[config.mk]
export PLATFORM = sky130hd
export DESIGN_NAME = class_select_ctrl
export DESIGN_NICKNAME = d
export VERILOG_FILES = /design/src/rtl/class_select_ctrl.sv
export SDC_FILE = /design/constraint.sdc
export NUM_CORES = 1
export LEC_CHECK = 0
export CAP_MARGIN = 10
export CORE_ASPECT_RATIO = 1.2
export CORE_MARGIN = 2
export CORE_UTILIZATION = 51
export CTS_CLUSTER_DIAMETER = 40
export DETAILED_ROUTE_END_ITERATION = 7
export PLACE_DENSITY_LB_ADDON = 0.12
export SLEW_MARGIN = 15
export SYNTH_ARGS = -nofsm -noshare
export SYNTH_HDL_FRONTEND = slang
export SYNTH_SLANG_ARGS = --single-unit
[constraint.sdc]
create_clock -name clk -period 2.33 [get_ports clk]
set_input_delay 0.233 -clock clk [delete_from_list [all_inputs] [get_ports clk]]
set_output_delay 0.233 -clock clk [all_outputs]
set_load 0.03 [all_outputs]
[src/rtl/class_select_ctrl.sv]
// Streaming argmax over NUM_CLASSES signed scores, valid/ready in and out.
// Define CLASS_SELECT_SCORE_OUT_EN to expose the winning score on max_score.
module class_select_ctrl #(
  parameter int NUM_CLASSES = 10,
  parameter int DATA_W      = 16,
  parameter int IDX_W       = $clog2(NUM_CLASSES)
) (
  input  logic                     clk,
  input  logic                     reset_n,
  input  logic                     start,
  input  logic                     score_valid,
  input  logic signed [DATA_W-1:0] score_data,
  input  logic                     score_last,
  output logic                     score_ready,
  output logic                     result_valid,
  input  logic                     result_ready,
  output logic [IDX_W-1:0]         class_idx,
  output logic                     busy,
  output logic                     len_err
`ifdef CLASS_SELECT_SCORE_OUT_EN
  ,
  output logic signed [DATA_W-1:0] max_score
`endif
);

  typedef enum logic [1:0] {
    S_IDLE,
    S_SCAN,
    S_DONE
  } state_t;

  state_t                    r_state;
  logic [IDX_W-1:0]          r_cnt;
  logic [IDX_W-1:0]          r_best_idx;
  logic signed [DATA_W-1:0]  r_best;
  logic                      r_len_err;

  logic w_arm;
  logic w_beat;
  logic w_first;
  logic w_final;
  logic w_take;

  // A new scan arms from IDLE, or from DONE only together with the handshake.
  assign w_arm = start &&
                 ((r_state == S_IDLE) ||
                  (r_state == S_DONE && result_ready));

  assign w_beat  = (r_state == S_SCAN) && score_valid;
  assign w_first = (r_cnt == '0);
  assign w_final = (r_cnt == IDX_W'(NUM_CLASSES - 1));
  // Ties go to the later class; beat 0 always seeds the running max.
  assign w_take  = w_first || (score_data >= r_best);

  // Scan sequencer, running max and length check.
  always_ff @(posedge clk or negedge reset_n) begin
    if (!reset_n) begin
      r_state    <= S_IDLE;
      r_cnt      <= '0;
      r_best_idx <= '0;
      r_best     <= '0;
      r_len_err  <= 1'b0;
    end else if (w_arm) begin
      r_state    <= S_SCAN;
      r_cnt      <= '0;
      r_best_idx <= '0;
      r_best     <= '0;
      r_len_err  <= 1'b0;
    end else begin
      unique case (r_state)
        S_IDLE: r_state <= S_IDLE;
        S_SCAN: begin
          if (w_beat) begin
            r_cnt <= r_cnt + IDX_W'(1);
            if (w_take) begin
              r_best     <= score_data;
              r_best_idx <= r_cnt;
            end
            if (score_last != w_final)
              r_len_err <= 1'b1;
            if (w_final)
              r_state <= S_DONE;
          end
        end
        S_DONE: begin
          if (result_ready)
            r_state <= S_IDLE;
        end
        default: r_state <= S_IDLE;
      endcase
    end
  end

  assign score_ready  = (r_state == S_SCAN);
  assign result_valid = (r_state == S_DONE);
  assign busy         = (r_state != S_IDLE);
  assign class_idx    = r_best_idx;
  assign len_err      = r_len_err;
`ifdef CLASS_SELECT_SCORE_OUT_EN
  assign max_score    = r_best;
`endif

endmodule

==> reports/results.ini, run 1 <==
[yosys]
synth.distinct_cells=31
synth.top_cell.area_share=0.418
ys.warnings.count=0
synth.cell_area_sq_um=1620
synth_edf_count=0
yosysTopAreaCell=dfrtp_1
ys_ff_latch=27
ys_seq_area_frac=0.418
synth.avg_cell_area_sq_um=10.7
synth_most_common_cell=dfrtp_1
synth-async-reset-ratio=1.00
synth_commonest_cells=27 x dfrtp_1, 21 x inv_1, 20 x a32o_2
synthFlopType=dfrtp_1
synth_cells=151
yosys-top-cells-area=dfrtp_1 42%, ha_1 15%, a32o_2 14%
synthesis.nets=192

[worst_setup_path]
slowest_delay_ps=420
path_buf_inv=2
path_cells=inv_1, ha_1, nand4_1, or3_1, a21o_1, nand4_1, nand3b_1, buf_4, a32o_2
cp_max_fo=8
cp_common_cell=nand4_1
critical_path_class=reg2reg
worstSetupEndpointType=flip-flop
path_delay_family=simple AND/OR/NAND/NOR gates
crit_required_ps=2570
crit_slowest_cell=or3_1
arrival_ps=2600
start_kind=flip-flop

[die]
start_util=0.529
core_area_sq_um=3060
die_area_sq_um=3640
die_h_um=65.7
ios=30
num_rows=22
die_w_um=55.4

[power_and_ir_drop]
irDropWorstVdd_mv=0.641
power_w=0.00263
switching_share=0.415
p_comb_frac=0.603
power.density_nw_per_um2=1210
clockPowerShare=0.082
p_leak_nw=1.05
seqPwrFrac=0.315
internal_power_w=0.00154
p_switching_w=0.00109

[sta]
slew_violations=0
tightest_slew_ps=361
max_freq_mhz=425
finalCriticalPeriod_ps=2350
rsz0062_at_grt=yes
setup_viol=14
fin_crit_sh=1.01
skew_ps=2.91
worst_slack_ps=-25.0
slew_headroom=0.758
finalHoldViolations=0

[cells_and_area]
area_delta_synth_final_pct=34.6
ff_latch_area_sq_um=676
multi_input_area_sq_um=923
fin_cells=231
drive_gt1_frac=0.282
nets=237
stdcell_area_sq_um=2170
fillers=243
diodes=0

[clock_tree]
cts_num_sinks=27
insertion_delay_ps=340
numCtsBuffers=3
hold_buffers=0
h-tree-depth=1
cts_tree=yes
cts_root_buf=clkbuf_4
cts.clk_slew.worst_paths_ps=150
clockBufferDepth=2

[placement]
dp_cells=224
place_hpwl_mm=2.57
placed_area_sq_um=2010
io_buffers=29
place.gp.congestion=0.777

[detailed_routing]
wire_per_inst_um=15.7
wl_mm=3.63
dr_total_vias=1339
ant_nets=0
remaining_drc_errors=0
vias_per_cell=5.80
drt-initial-drc-count=51
drt_pass1_iterations=4

[outcome]
violations=setup timing
status=complete, but fails checks

[global_route]
grt_pass1_vias=1338
grt_overflow=0
grt_max_degree=28
grt_usage=0.203
antenna_found_initial=0
grt_pass1_wl_mm=5.82

[run]
maxCapViolations=0

[min_path]
min_path_type=in2async

per-layer routing:
metal,GRT usage,part of all wire
met1,0.225,0.42
met2,0.379,0.54
met4,0.0915,0.015
met5,0,0
met3,0.0295,0.030
placed cells by master (no fill, tap or decap), types with 2 or more instances in the layout:
cell and count:
clkdlybuf4s50_1 29, dfrtp_1 27, inv_1 20, a32o_2 20, buf_4 16, ha_1 14
a21oi_1 7, nor2_1 7, nand4_1 6, nand2_1 6, o21ai_0 5, ha_4 5
nor2b_1 3, a21o_1 3, clkbuf_4 3, o2bb2ai_1 2, nor2b_4 2, nand3b_1 2
xor2_1 2, xnor2_1 2
state kept, by name (all words and copies together), names as in the netlist:
| register | cells |
|---|---|
| class_idx | 4 |
| r_best | 16 |
| r_state | 2 |
| r_cnt | 4 |
| len_err | 1 |
through the flow:
step / setup slack, ps / hold WS, ps / utilization / TNS (ps)
after global placement: -443 / 476 / 0.659 / -8790
after CTS: 14.4 / 258 / 0.675 / 0
after global routing: -173 / 288 / 0.712 / -2990
after detailed placement: -535 / 483 / 0.659 / -10490
after floorplan: 243 / -62.6 / - / 0
final: -25.0 / 246 / 0.712 / -209
timing repair:
action                                  CTS  global route
resized for setup                         2            11
buffers inserted                          0             2
cloned                                    1             0
endpoints found under the hold margin     0             0
pin swaps                                 0             4
endpoints found under the setup margin   20            20
cell type report:
type                       count  area share
clock inverter                 1     0.00345
tap                           36      0.0207
sequential                    27       0.311
inverter                      21      0.0362
multi-input combinational     97       0.425
timing repair buffer          46       0.194
clock buffer                   3      0.0104
power by group through the flow:
stage | combinational, W | sequential [W] | clock [W]
after floorplan | 0.000965 | 0.000858 | 0
after global placement | 0.00133 | 0.000825 | 0
after detailed placement | 0.00139 | 0.000840 | 0
after CTS | 0.00145 | 0.000829 | 0.000222
after global routing | 0.00176 | 0.000857 | 0.000244
final | 0.00159 | 0.000830 | 0.000215
path summary, 6_finish.rpt:
check | start | to | slack, ps | cells after the start
worst max register to register | r_best[12]$_DFFE_PN0P_ | class_idx[0]$_DFFE_PN0P_ | -20 | 9
min in group clk | result_ready | r_state[1]$_DFFE_PN0P_ | 500 | 3
worst max-delay path | r_best[12]$_DFFE_PN0P_ | class_idx[0]$_DFFE_PN0P_ | -20 | 9
worst min register to register | r_best[6]$_DFFE_PN0P_ | r_best[6]$_DFFE_PN0P_ | 510 | 1
max in group asynchronous | reset_n | class_idx[2]$_DFFE_PN0P_ | 1820 | 2
worst min-delay path | reset_n | r_state[1]$_DFFE_PN0P_ | 250 | 2
cells by family (layout without fill, tap and decap cells):
logic type	Yosys count	in the layout	share of synthesized area
DFF	27	27	0.418
buffers and inverters	28	71	0.0790
AOI/OAI and AO/OA	41	41	0.225
and+or+nand+nor	32	33	0.108
adders and majority gates	19	19	0.147
xor gates and xnor gates	4	4	0.0217
No activity file was read; power rests on OpenSTA's default activity.
==> run 2, diff against run 1 <==
CORE_MARGIN = default   (was 2)
GPL_TIMING_DRIVEN = 0   (was default)
clock period = 2.65 ns   (was 2.33 ns; I/O delays follow)
==> reports/results.ini, run 2 (same netlist as run 1, synthesis figures left out) <==
[clock_tree]
numCtsBuffers=3
cts_tree=yes
cts_root_buf=clkbuf_4
clockBufferDepth=2
insertion_delay_ps=340
cts.clk_slew.worst_paths_ps=160
cts_num_sinks=27
h-tree-depth=1
post_cts_resized=0

[cells_and_area]
largest_register_ffs=16
final_cell_mix=28 x clkdlybuf4s50_1, 27 x dfrtp_1, 21 x inv_1, 20 x a32o_2, 19 x ha_1
stdcell_area_sq_um=1980
fin_cells=221
largest_register=r_best
post-route-util=0.655
drive_gt1_frac=0.184
final_common_cell=clkdlybuf4s50_1
nets=227
diodes=0
area_delta_synth_final_pct=22.8
fillers=265

[sta]
slew_headroom=0.601
finalCriticalPeriod_ps=2340
max_freq_mhz=428
slew_violations=0
skew_ps=6.46
rsz0062_at_grt=no
final.setup.tns_ps=0
tightest_slew_ps=598
setup_viol=0
finalHoldViolations=0
fin_crit_sh=0.882

[worst_setup_path]
cp_max_fo=10
arrival_ps=2580
crit_slowest_cell=or3_1
slowest_delay_ps=400
path_delay_family=simple AND/OR/NAND/NOR gates
critical_path_class=reg2reg
path_cells=inv_1, ha_1, nand4_1, or3_1, a21o_1, nand4_1, nand3b_1, clkbuf_4, a32o_2
worstSetupEndpointType=flip-flop
cp_common_cell=nand4_1
crit_required_ps=2900
path_buf_inv=2
start_kind=flip-flop

[global_route]
grt_pass1_wl_mm=5.89
grt_pass1_vias=1368
grt_overflow=0
grt_usage=0.236
grt_max_degree=28
antenna_found_initial=0

[power_and_ir_drop]
seqPwrFrac=0.338
clockPowerShare=0.089
internal_power_w=0.00125
p_leak_nw=0.982
switching_share=0.416
p_comb_frac=0.574
p_switching_w=0.000891
irDropWorstVdd_mv=0.573
power.density_nw_per_um2=1080

[placement]
io_buffers=29
place.gp.congestion=0.792
place_hpwl_mm=2.63
dp_cells=216
placed_area_sq_um=1950

[run]
maxCapViolations=0

[die]
die_w_um=53.4
die_area_sq_um=3400
core_area_sq_um=3030
num_rows=22
ios=30
start_util=0.533
die_h_um=63.7

[detailed_routing]
vias_per_cell=5.80
remaining_drc_errors=0
wl_mm=3.44
drt_pass1_iterations=4
dr_total_vias=1282
ant_nets=0
drt-initial-drc-count=27
wire_per_inst_um=15.5

[outcome]
status=finished, final reports clean

[min_path]
min_path_type=in2async

==> run 2: through the flow <==
| step | power (W) | setup WS, ps | hold WS [ps] |
|---|---|---|---|
| after CTS | 0.00215 | 337 | 458 |
| after floorplan | 0.00160 | 563 | -30.6 |
| after detailed placement | 0.00196 | 12.9 | 305 |
| final | 0.00214 | 313 | 435 |
| after global placement | 0.00188 | 73.1 | 476 |
| after global routing | 0.00231 | 157 | 487 |
==> run 2: cell type report <==
type / count / area (sq um) / share of cell area
inverter: 21 / 78.8 / 0.0397
buffer: 7 / 48.8 / 0.0246
multi-input combinational: 96 / 812 / 0.409
sequential: 27 / 676 / 0.341
timing repair buffer: 30 / 295 / 0.149
clock buffer: 3 / 22.5 / 0.0114
clock inverter: 1 / 5.00 / 0.00252
tap: 36 / 45.0 / 0.0227
==> run 2: power by group through the flow <==
stage                     Clock, W  Combinational, W  Sequential [W]
after floorplan                  0          0.000848        0.000755
after global placement           0           0.00116        0.000720
after detailed placement         0           0.00123        0.000731
after CTS                 0.000195           0.00124        0.000721
after global routing      0.000214           0.00136        0.000745
final                     0.000190           0.00123        0.000722
==> run 2: worst register-to-register path, cell delays in order, from the launching register on <==
cell and delay (ps):
dfrtp_1 390, inv_1 50, ha_1 340, nand4_1 190, or3_1 400, a21o_1 190
nand4_1 120, nand3b_1 120, clkbuf_4 220, a32o_2 230
==> run 2: path summary, 6_finish.rpt <==
check	startpoint	endpoint	slack, ps	cells past startpoint
min in group clk	r_best[3]$_DFFE_PN0P_	r_best[3]$_DFFE_PN0P_	510	1
worst min-delay path	reset_n	r_best[11]$_DFFE_PN0P_	440	2
worst max register to register	r_best[15]$_DFFE_PN0P_	r_best[6]$_DFFE_PN0P_	310	9
max in group asynchronous	reset_n	r_cnt[0]$_DFFE_PN0P_	1820	2
worst max-delay path	r_best[15]$_DFFE_PN0P_	r_best[6]$_DFFE_PN0P_	310	9
worst min register to register	r_best[3]$_DFFE_PN0P_	r_best[3]$_DFFE_PN0P_	510	1
==> run 2: repair_timing <==
| action | in CTS | in global routing |
|---|---|---|
| setup buffers | 0 | 0 |
| hold endpoints to repair | 27 | 0 |
| hold buffers | 1 | 0 |
==> run 2: routing by layer <==
metal  track usage  part of all wire
met2         0.420              0.51
met1         0.273              0.45
met4         0.102             0.017
met5             0                 0
met3        0.0242             0.027
==> run 3, diff against run 2 <==
==> constraint.sdc (replaced) <==
create_clock -name clk -period 2.65 [get_ports clk]
set_input_delay 0.265 -clock clk [delete_from_list [all_inputs] [get_ports clk]]
set_output_delay 0.265 -clock clk [all_outputs]
set_load 0.1 [all_outputs]
==> reports/results.ini, run 3 (same netlist as run 1, synthesis figures left out) <==
[power_and_ir_drop]
p_comb_frac=0.613
switching_share=0.469
p_switching_w=0.00110
power.density_nw_per_um2=1180
irDropWorstVdd_mv=0.617
clockPowerShare=0.080
internal_power_w=0.00125
seqPwrFrac=0.308
power_w=0.00235
p_leak_nw=0.984

[cells_and_area]
stdcell_area_sq_um=1990
diodes=0
nets=227
area_delta_synth_final_pct=22.9
fin_cells=221
final_cell_mix=28 x clkdlybuf4s50_1, 27 x dfrtp_1, 21 x inv_1, 20 x a32o_2, 19 x ha_1
largest_register_ffs=16
final_common_cell=clkdlybuf4s50_1
drive_gt1_frac=0.189
largest_register=r_best

[die]
core_area_sq_um=3030
die_w_um=53.4
start_util=0.533
num_rows=22
die_area_sq_um=3400
ios=30
die_h_um=63.7

[placement]
place_hpwl_mm=2.58
place.gp.congestion=0.738
dp_cells=216
post-place-ws_ps=64.1
placed_area_sq_um=1950
io_buffers=29

[global_route]
antenna_found_initial=0
grt_pass1_vias=1285
grt_usage=0.226
grt_overflow=0
grt_max_degree=28
grt_pass1_wl_mm=5.60

[clock_tree]
cts_root_buf=clkbuf_4
cts.clk_slew.worst_paths_ps=150
insertion_delay_ps=340
cts_num_sinks=27
cts_setup_buffers=0
clockBufferDepth=2
cts_tree=yes
numCtsBuffers=3
h-tree-depth=1

[detailed_routing]
drt-initial-drc-count=20
ant_nets=0
remaining_drc_errors=0
wl_mm=3.41
dr_total_vias=1288
drt_pass1_iterations=4
vias_per_cell=5.83
wire_per_inst_um=15.4

[worst_setup_path]
r2r_cells=9
critical_path_class=reg2out
crit_required_ps=2380
start_kind=flip-flop
arrival_ps=2110
cp_max_fo=4
worstSetupEndpointType=primary output

[sta]
max_freq_mhz=421
finalCriticalPeriod_ps=2380
slew_headroom=0.351
fin_crit_sh=0.897
tightest_slew_ps=971
final.setup.tns_ps=0
finalHoldViolations=0
setup_viol=0
worst_slack_ps=274
rsz0062_at_grt=no
skew_ps=2.79
slew_violations=0

[outcome]
status=finished, final reports clean

[min_path]
min_path_type=in2async

[run]
maxCapViolations=0

run 3: worst paths after layout:
path	startpoint	endpoint	slack, ps
hold / removal	reset_n	class_idx[3]$_DFFE_PN0P_	450
max in group asynchronous	reset_n	r_best[2]$_DFFE_PN0P_	1810
setup / recovery	r_state[1]$_DFFE_PN0P_	score_ready	270
min in group clk	r_best[5]$_DFFE_PN0P_	r_best[5]$_DFFE_PN0P_	510
setup reg to reg	r_best[15]$_DFFE_PN0P_	class_idx[2]$_DFFE_PN0P_	370
hold reg to reg	r_best[5]$_DFFE_PN0P_	r_best[5]$_DFFE_PN0P_	510
run 3: area by class of cell:
type	count	area, sq um
tap	36	45.0
buffer	7	48.8
clock inverter	1	5.00
timing repair buffer	30	295
multi-input combinational	96	815
inverter	21	78.8
sequential	27	676
clock buffer	3	22.5
fill	253	1040
run 3: per-stage QoR:
stage	hold WS, ps	utilization
after floorplan	-30.6	-
after detailed placement	484	0.645
after global placement	476	0.645
final	449	0.656
after CTS	518	0.654
after global routing	496	0.656
run 3: power by group through the flow:
| stage | Combinational (W) | Clock, W | Sequential [W] |
|---|---|---|---|
| global route | 0.00157 | 0.000213 | 0.000742 |
| CTS | 0.00145 | 0.000194 | 0.000721 |
| finish | 0.00144 | 0.000187 | 0.000723 |
| global placement | 0.00138 | 0 | 0.000720 |
| floorplan | 0.000912 | 0 | 0.000904 |
| detailed placement | 0.00144 | 0 | 0.000732 |
run 3: worst max-delay path: stages, from the launching register on:
cell,delay [ps]
dfrtp_1,450
nor2b_2,180
clkdlybuf4s50_1,1150
run 3: layer usage:
metal,GRT usage,vias to the layer above,wire (um)
met5,0,-,0
met4,0.0493,0,37
met3,0.0290,4,81
met2,0.417,25,1830
met1,0.263,637,1460
li1,-,622,-
run 3: what timing repair did:
action / CTS / global route
resized for setup: 0 / 0
endpoints found under the hold margin: 0 / 27
hold buffers: 0 / 1
